===== src/rtl/mem_pkg.sv =====
// Shared definitions for the memory-access stage: opcodes, funct3 codes,
// FSM state encoding and the registered memory request bundle.
package mem_pkg;

  localparam int XLEN = 32;

  localparam logic [6:0] OPC_LOAD  = 7'b0000011;
  localparam logic [6:0] OPC_STORE = 7'b0100011;

  localparam logic [2:0] F3_B  = 3'b000;
  localparam logic [2:0] F3_H  = 3'b001;
  localparam logic [2:0] F3_W  = 3'b010;
  localparam logic [2:0] F3_BU = 3'b100;
  localparam logic [2:0] F3_HU = 3'b101;

  typedef enum logic {
    IDLE = 1'b0,
    WAIT = 1'b1
  } state_t;

  // One data-memory request as presented on the mem_* port group.
  typedef struct packed {
    logic            we;
    logic [XLEN-1:0] addr;
    logic [XLEN-1:0] wdata;
    logic [3:0]      wstrb;
  } mem_req_t;

  // Low address bits forced to the natural alignment of the access size
  // encoded in funct3[1:0] (00 byte, 01 half, 10 word).
  function automatic logic [1:0] align_lo(input logic [1:0] lo, input logic [1:0] sz);
    logic [1:0] r;
    r = lo;
    if (sz == 2'b01) r[0] = 1'b0;
    if (sz == 2'b10) r    = 2'b00;
    return r;
  endfunction

endpackage


===== src/rtl/mem_stage_load_align.sv =====
// Load data alignment: selects the addressed byte/halfword out of the read
// word and sign- or zero-extends it according to funct3.
module load_align
  import mem_pkg::*;
#(
  parameter int XLEN = 32
) (
  input  logic [XLEN-1:0] rdata,
  input  logic [1:0]      addr_lo,
  input  logic [2:0]      funct3,
  output logic [XLEN-1:0] result
);

  logic [XLEN/8-1:0][7:0] lanes;
  logic [7:0]             byte_v;
  logic [15:0]            half_v;

  assign lanes  = rdata;
  assign byte_v = lanes[addr_lo];
  assign half_v = addr_lo[1] ? rdata[31:16] : rdata[15:0];

  // Extend the selected lane to the full register width.
  always_comb begin
    result = rdata;
    case (funct3)
      F3_B:    result = {{(XLEN-8){byte_v[7]}}, byte_v};
      F3_BU:   result = {{(XLEN-8){1'b0}}, byte_v};
      F3_H:    result = {{(XLEN-16){half_v[15]}}, half_v};
      F3_HU:   result = {{(XLEN-16){1'b0}}, half_v};
      default: result = rdata;
    endcase
  end

endmodule


===== src/rtl/mem_stage.sv =====
// Memory-access stage. Loads/stores are issued to a single-port data memory
// over a req/ack handshake and stall upstream until acknowledged; all other
// results flow to write-back one cycle later.
// Optional feature macro: MEM_MISALIGN_TRAP_EN -- when defined, misaligned
// accesses are not issued and are flagged on the misaligned output; when
// undefined, the offending low address bits are forced to natural alignment.
module mem_stage
  import mem_pkg::*;
#(
  parameter int XLEN = 32
) (
  input  logic            clk,
  input  logic            reset,
  input  logic            valid_in,
  input  logic [11:0]     operation,
  input  logic [XLEN-1:0] resultALU,
  input  logic [4:0]      address_rd,
  input  logic [XLEN-1:0] content_rs2,
  output logic            stall,
  output logic            mem_req,
  output logic            mem_we,
  output logic [XLEN-1:0] mem_addr,
  output logic [XLEN-1:0] mem_wdata,
  output logic [3:0]      mem_wstrb,
  input  logic            mem_ack,
  input  logic [XLEN-1:0] mem_rdata,
  output logic            wb_valid,
  output logic            wb_we,
  output logic [4:0]      wb_rd,
  output logic [XLEN-1:0] wb_data
`ifdef MEM_MISALIGN_TRAP_EN
  ,
  output logic            misaligned
`endif
);

  state_t          state, state_nx;
  logic [6:0]      opcode;
  logic [2:0]      f3;
  logic            ld_ok, st_ok, ldst_opc, mem_op, go_mem;
  logic [1:0]      alo;
  mem_req_t        req_d;
  logic [2:0]      f3_q;
  logic [4:0]      rd_q;
  logic [1:0]      alo_q;
  logic [XLEN-1:0] ld_data;
  logic            unused_op_hi;

  assign opcode       = operation[6:0];
  assign f3           = operation[9:7];
  assign unused_op_hi = ^operation[11:10];

  // Decode: only the listed funct3 codes count as real memory operations.
  always_comb begin
    ldst_opc = (opcode == OPC_LOAD) || (opcode == OPC_STORE);
    ld_ok    = (opcode == OPC_LOAD)  && (f3 inside {F3_B, F3_H, F3_W, F3_BU, F3_HU});
    st_ok    = (opcode == OPC_STORE) && (f3 inside {F3_B, F3_H, F3_W});
    mem_op   = ld_ok || st_ok;
    alo      = align_lo(resultALU[1:0], f3[1:0]);
  end

`ifdef MEM_MISALIGN_TRAP_EN
  logic mis, trap;
  // Misaligned accesses are diverted to a trap write-back instead of memory.
  always_comb begin
    mis    = ((f3[1:0] == 2'b01) && resultALU[0]) ||
             ((f3[1:0] == 2'b10) && (resultALU[1:0] != 2'b00));
    go_mem = mem_op && !mis;
    trap   = mem_op && mis;
  end
`else
  assign go_mem = mem_op;
`endif

  // Build the store lane pattern from the (aligned) low address bits.
  always_comb begin
    req_d.we    = st_ok;
    req_d.addr  = {resultALU[XLEN-1:2], 2'b00};
    req_d.wdata = content_rs2;
    req_d.wstrb = 4'b0000;
    if (st_ok) begin
      case (f3[1:0])
        2'b00: begin
          req_d.wstrb = 4'b0001 << alo;
          req_d.wdata = {4{content_rs2[7:0]}};
        end
        2'b01: begin
          req_d.wstrb = alo[1] ? 4'b1100 : 4'b0011;
          req_d.wdata = {2{content_rs2[15:0]}};
        end
        default: req_d.wstrb = 4'b1111;
      endcase
    end
  end

  load_align #(.XLEN(XLEN)) u_load_align (
    .rdata   (mem_rdata),
    .addr_lo (alo_q),
    .funct3  (f3_q),
    .result  (ld_data)
  );

  // State register.
  always_ff @(posedge clk) begin
    if (reset) state <= IDLE;
    else       state <= state_nx;
  end

  // Next state: enter WAIT on an issued access, leave on ack.
  always_comb begin
    state_nx = state;
    case (state)
      IDLE:    if (valid_in && go_mem) state_nx = WAIT;
      WAIT:    if (mem_ack)            state_nx = IDLE;
      default: state_nx = IDLE;
    endcase
  end

  // Stall output: held from issue until the ack cycle.
  always_comb begin
    stall = 1'b0;
    case (state)
      IDLE:    stall = valid_in && go_mem;
      WAIT:    stall = !mem_ack;
      default: stall = 1'b0;
    endcase
  end

  // Request/write-back registers; write-back flags are single-cycle pulses.
  always_ff @(posedge clk) begin
    if (reset) begin
      mem_req   <= 1'b0;
      mem_we    <= 1'b0;
      mem_addr  <= '0;
      mem_wdata <= '0;
      mem_wstrb <= '0;
      f3_q      <= '0;
      rd_q      <= '0;
      alo_q     <= '0;
      wb_valid  <= 1'b0;
      wb_we     <= 1'b0;
      wb_rd     <= '0;
      wb_data   <= '0;
`ifdef MEM_MISALIGN_TRAP_EN
      misaligned <= 1'b0;
`endif
    end else begin
      wb_valid <= 1'b0;
      wb_we    <= 1'b0;
`ifdef MEM_MISALIGN_TRAP_EN
      misaligned <= 1'b0;
`endif
      case (state)
        IDLE: begin
          if (valid_in) begin
            if (go_mem) begin
              mem_req   <= 1'b1;
              mem_we    <= req_d.we;
              mem_addr  <= req_d.addr;
              mem_wdata <= req_d.wdata;
              mem_wstrb <= req_d.wstrb;
              f3_q      <= f3;
              rd_q      <= address_rd;
              alo_q     <= alo;
            end
`ifdef MEM_MISALIGN_TRAP_EN
            else if (trap) begin
              wb_valid   <= 1'b1;
              wb_rd      <= address_rd;
              wb_data    <= '0;
              misaligned <= 1'b1;
            end
`endif
            else begin
              wb_valid <= 1'b1;
              wb_rd    <= address_rd;
              wb_data  <= resultALU;
              wb_we    <= (address_rd != 5'd0) && !ldst_opc;
            end
          end
        end
        WAIT: begin
          if (mem_ack) begin
            mem_req  <= 1'b0;
            wb_valid <= 1'b1;
            wb_rd    <= rd_q;
            wb_we    <= !mem_we && (rd_q != 5'd0);
            wb_data  <= mem_we ? '0 : ld_data;
          end
        end
        default: ;
      endcase
    end
  end

endmodule


===== config.mk =====
export PLATFORM = sky130hd
export DESIGN_NAME = mem_stage
export DESIGN_NICKNAME = d
export VERILOG_FILES = /design/src/rtl/mem_pkg.sv /design/src/rtl/mem_stage_load_align.sv /design/src/rtl/mem_stage.sv
export SDC_FILE = /design/constraint.sdc
export NUM_CORES = 1
export LEC_CHECK = 0
export ABC_AREA = 0
export BUFFER_PORTS_ARGS = -buffer_cell sky130_fd_sc_hd__buf_2
export CORE_UTILIZATION = 52
export CTS_CLUSTER_SIZE = 24
export DETAILED_ROUTE_END_ITERATION = 10
export GPL_TIMING_DRIVEN = 0
export HOLD_SLACK_MARGIN = 0.1
export PLACE_DENSITY = 0.86
export SETUP_SLACK_MARGIN = 0.02
export SLEW_MARGIN = 20
export SYNTH_ARGS = -nofsm -noshare
export SYNTH_HDL_FRONTEND = slang
export SYNTH_SLANG_ARGS = --single-unit

===== constraint.sdc =====
create_clock -name clk -period 5.79 [get_ports clk]
set_clock_uncertainty 0.1 [all_clocks]
set_input_delay 1.158 -clock clk [delete_from_list [all_inputs] [get_ports clk]]
set_output_delay 1.158 -clock clk [all_outputs]
set_load 0.005 [all_outputs]

==> run metrics <==
Post-Syn Area per Cell 8.00 µm²; WL/cell 18.2 µm; die height 104 µm; hold slack 0.347 ns; Post-route DRC 0; Die Width 104 µm; CTS buffer count 17; largest area contributor in the netlist dfxtp_1; CP Cell Sequence buf_2 > nor2_1 > nand4_2 > nand2b_1 > buf_2 > buf_1 > nand2_1 > buf_2; final hold vios 0; Post-synth EDFFs 0; layout cell share with drive strength beyond 1 30.9%; Setup TNS 0 ns; max_slew headroom 54.0%; RSZ-0062 raised after global routing false; initial core utilization 54.6%; Startpoint Class primary input; crit path DAT 2.74 ns; synth unique cells 42; Pwr Density 279 nW/µm²; Cells on Worst Hold Path 2; initial antenna violation count 0; Slew @ Worst Pin 0.672 ns; Clock Latency Late Sink 0.52 ns; first-pass GRT wire length 30,400 µm; Post-CTS Setup Bufs 0; Post-Syn Area 5440 µm²; DP Worst Slack 1.80 ns; final instance area 7260 µm²; number of synthesized register bits 118; final setup fails 0; Critical Path Fanout Max 10; worst hold path class register to register; H-tree levels 4; Nets 1,036; clock net sink count 118; vias per inst 5.89; Critical path origin operation[4]; drt total wl 19,500 µm; register area share after synthesis 43.5%; Finished Layout Cells 1,066; CP Class primary input to output pin; fin. max-slew vios 0; CP Capture Type output pin; Die ar. 10,900 µm²; top cells by area, synth dfxtp_1, nand2_1, a21oi_1; First DRT Iteration DRCs 618; Final min period 4.00 ns; Yosys top cell area share 43.5%; clock buffer depth 2; net switching power 0.505 mW; Reg area 2360 µm²; Net Sw Frac 24.9%; cell-internal power 1.52 mW; dpl hpwl 14,500 µm; clock root buffer clkbuf_8; Worst EP required 4.53 ns; CTS tree yes; ys async rst share 0%; Site Rows 36; ys flop type dfxtp_1; Synth Instances 679; placed insts 1,033; f_max 250 MHz; Fillers 800; final worst setup slack 1.79 ns; crit-path most repeated cell buf_2; iteration count of the initial detailed-routing pass 6; routed vias 6,275; share of the core filled with cells 73.0%; gr ovfl total 0; Post-DRT Antenna Nets 0; Core ar. 9950 µm²; MaxCap Viol Count 0; CTS Hold Buffers Added 0; IO Pins 227; WP buf/inv 4; Layout area overhead 33.7%; GPL Wtd Cong 1.01; peak supply drop 0.187 mV; vias in the first global route 5,805; end of the worst hold path mem_addr[10]$_SDFFE_PP0P_; pin count of the biggest net entering global routing 17; PortBufs 220; # resized after CTS 0; YS warnings 0; Lkg Pwr 3.29 nW; clock-pin slew of the registers on the worst-case setup and hold paths 0.05 ns; hold_sp mem_addr[10]$_SDFFE_PP0P_; FF-to-FF setup slack 3.58 ns; Worst path top cell family by delay simple AND/OR/NAND/NOR gates; post-route total power 2.03 mW; Clock power frac 49.0%; fin crit share 69.1%; run status complete, no violations; GR Util All Layers 35.6%; Logic pwr share 9.5%; reg-to-reg endpoint wb_data[15]$_SDFFE_PP0P_; R2R depth 6; slowest cell delay on critical path 0.35 ns; CP max stage cell nor2_1; Crit Reg-Reg Startpoint alo_q[1]$_SDFFE_PP0P_; sequential power share 41.5%; placed cell area 6710 µm²; area of the multi-input gates 2790 µm²
[routing by layer]
layer | vias up | share of wire, % | global-route usage, %
li1 | 2897 | - | -
met1 | 2832 | 38 | 44.2
met2 | 471 | 46 | 56.2
met3 | 75 | 12 | 10.3
met4 | 0 | 4.5 | 18.1
met5 | - | 0 | 0
[cells by family after synthesis]
family	share of synthesized area [%]
AND/OR/NAND/NOR	20.8
AO/OA/AOI/OAI	24.9
flip-flops	43.5
buffers and inverters	5.34
multiplexers	5.41
other	0.0690
[Yosys cell counts (3+ instances only)]
cell	n
a211oi_1	36
a21o_1	17
a21oi_1	83
a221oi_1	5
a222oi_1	16
a31oi_1	3
buf_1	4
buf_2	21
buf_4	4
clkbuf_1	27
dfxtp_1	118
mux2i_1	26
nand2_1	133
nand2b_1	10
nand4_1	4
nor2_1	82
nor2b_1	7
nor3_1	26
o21ai_0	9
o21bai_1	8
o221ai_1	9
o22ai_1	4
[layout make-up]
class / instances / area share [%]
clock buffer: 19 / 5.80
buffer: 59 / 3.84
antenna: 1 / 0.0344
timing repair buffer: 220 / 15.2
sequential: 118 / 32.5
clock inverter: 13 / 1.84
multi-input combinational: 500 / 38.4
inverter: 3 / 0.155
tap: 133 / 2.29
[worst max path at each step]
stage                 end  slack [ns]  depth (start not counted)
floorplan           stall        2.26                          6
global placement    stall        1.83                          8
detailed placement  stall        1.80                          8
CTS                 stall        1.80                          8
global route        stall        1.68                          8
finish              stall        1.79                          8
[layout by cell type (no fill, tap or decap), types with 8 or more instances in the layout]
cell type,instances
mux2i_1,26
nor3_1,26
dfxtp_1,118
nand2_1,133
nor2_1,82
o221ai_1,9
o21bai_1,8
buf_2,241
nand2b_1,10
a21o_1,17
clkbuf_16,16
o21ai_0,9
a21oi_1,83
a222oi_1,16
clkbuf_1,29
a211oi_1,36
[registers in the layout (all words and copies together) (netlist names)]
name,count
mem_wdata,32
wb_data,32
mem_addr,30
rd_q,5
wb_rd,5
mem_wstrb,4
f3_q,3
alo_q,2
mem_req,1
mem_we,1
state,1
wb_valid,1
wb_we,1
[power groups by stage]
stage	Clock, mW	Combinational [mW]	Sequential (mW)
floorplan	0	0.0836	0.860
global placement	0	0.183	0.858
detailed placement	0	0.185	0.858
CTS	0.992	0.188	0.841
global route	1.04	0.205	0.843
finish	0.993	0.192	0.841
[worst register-to-register path, stage by stage, from the launching register on]
cell and delay (ns):
dfxtp_1 0.38, buf_2 0.26, mux4_2 0.54, nand2_2 0.16
nand4_1 0.11, a221oi_1 0.43, nor3_1 0.10
Note: power is estimated with default switching activity, not from simulation.
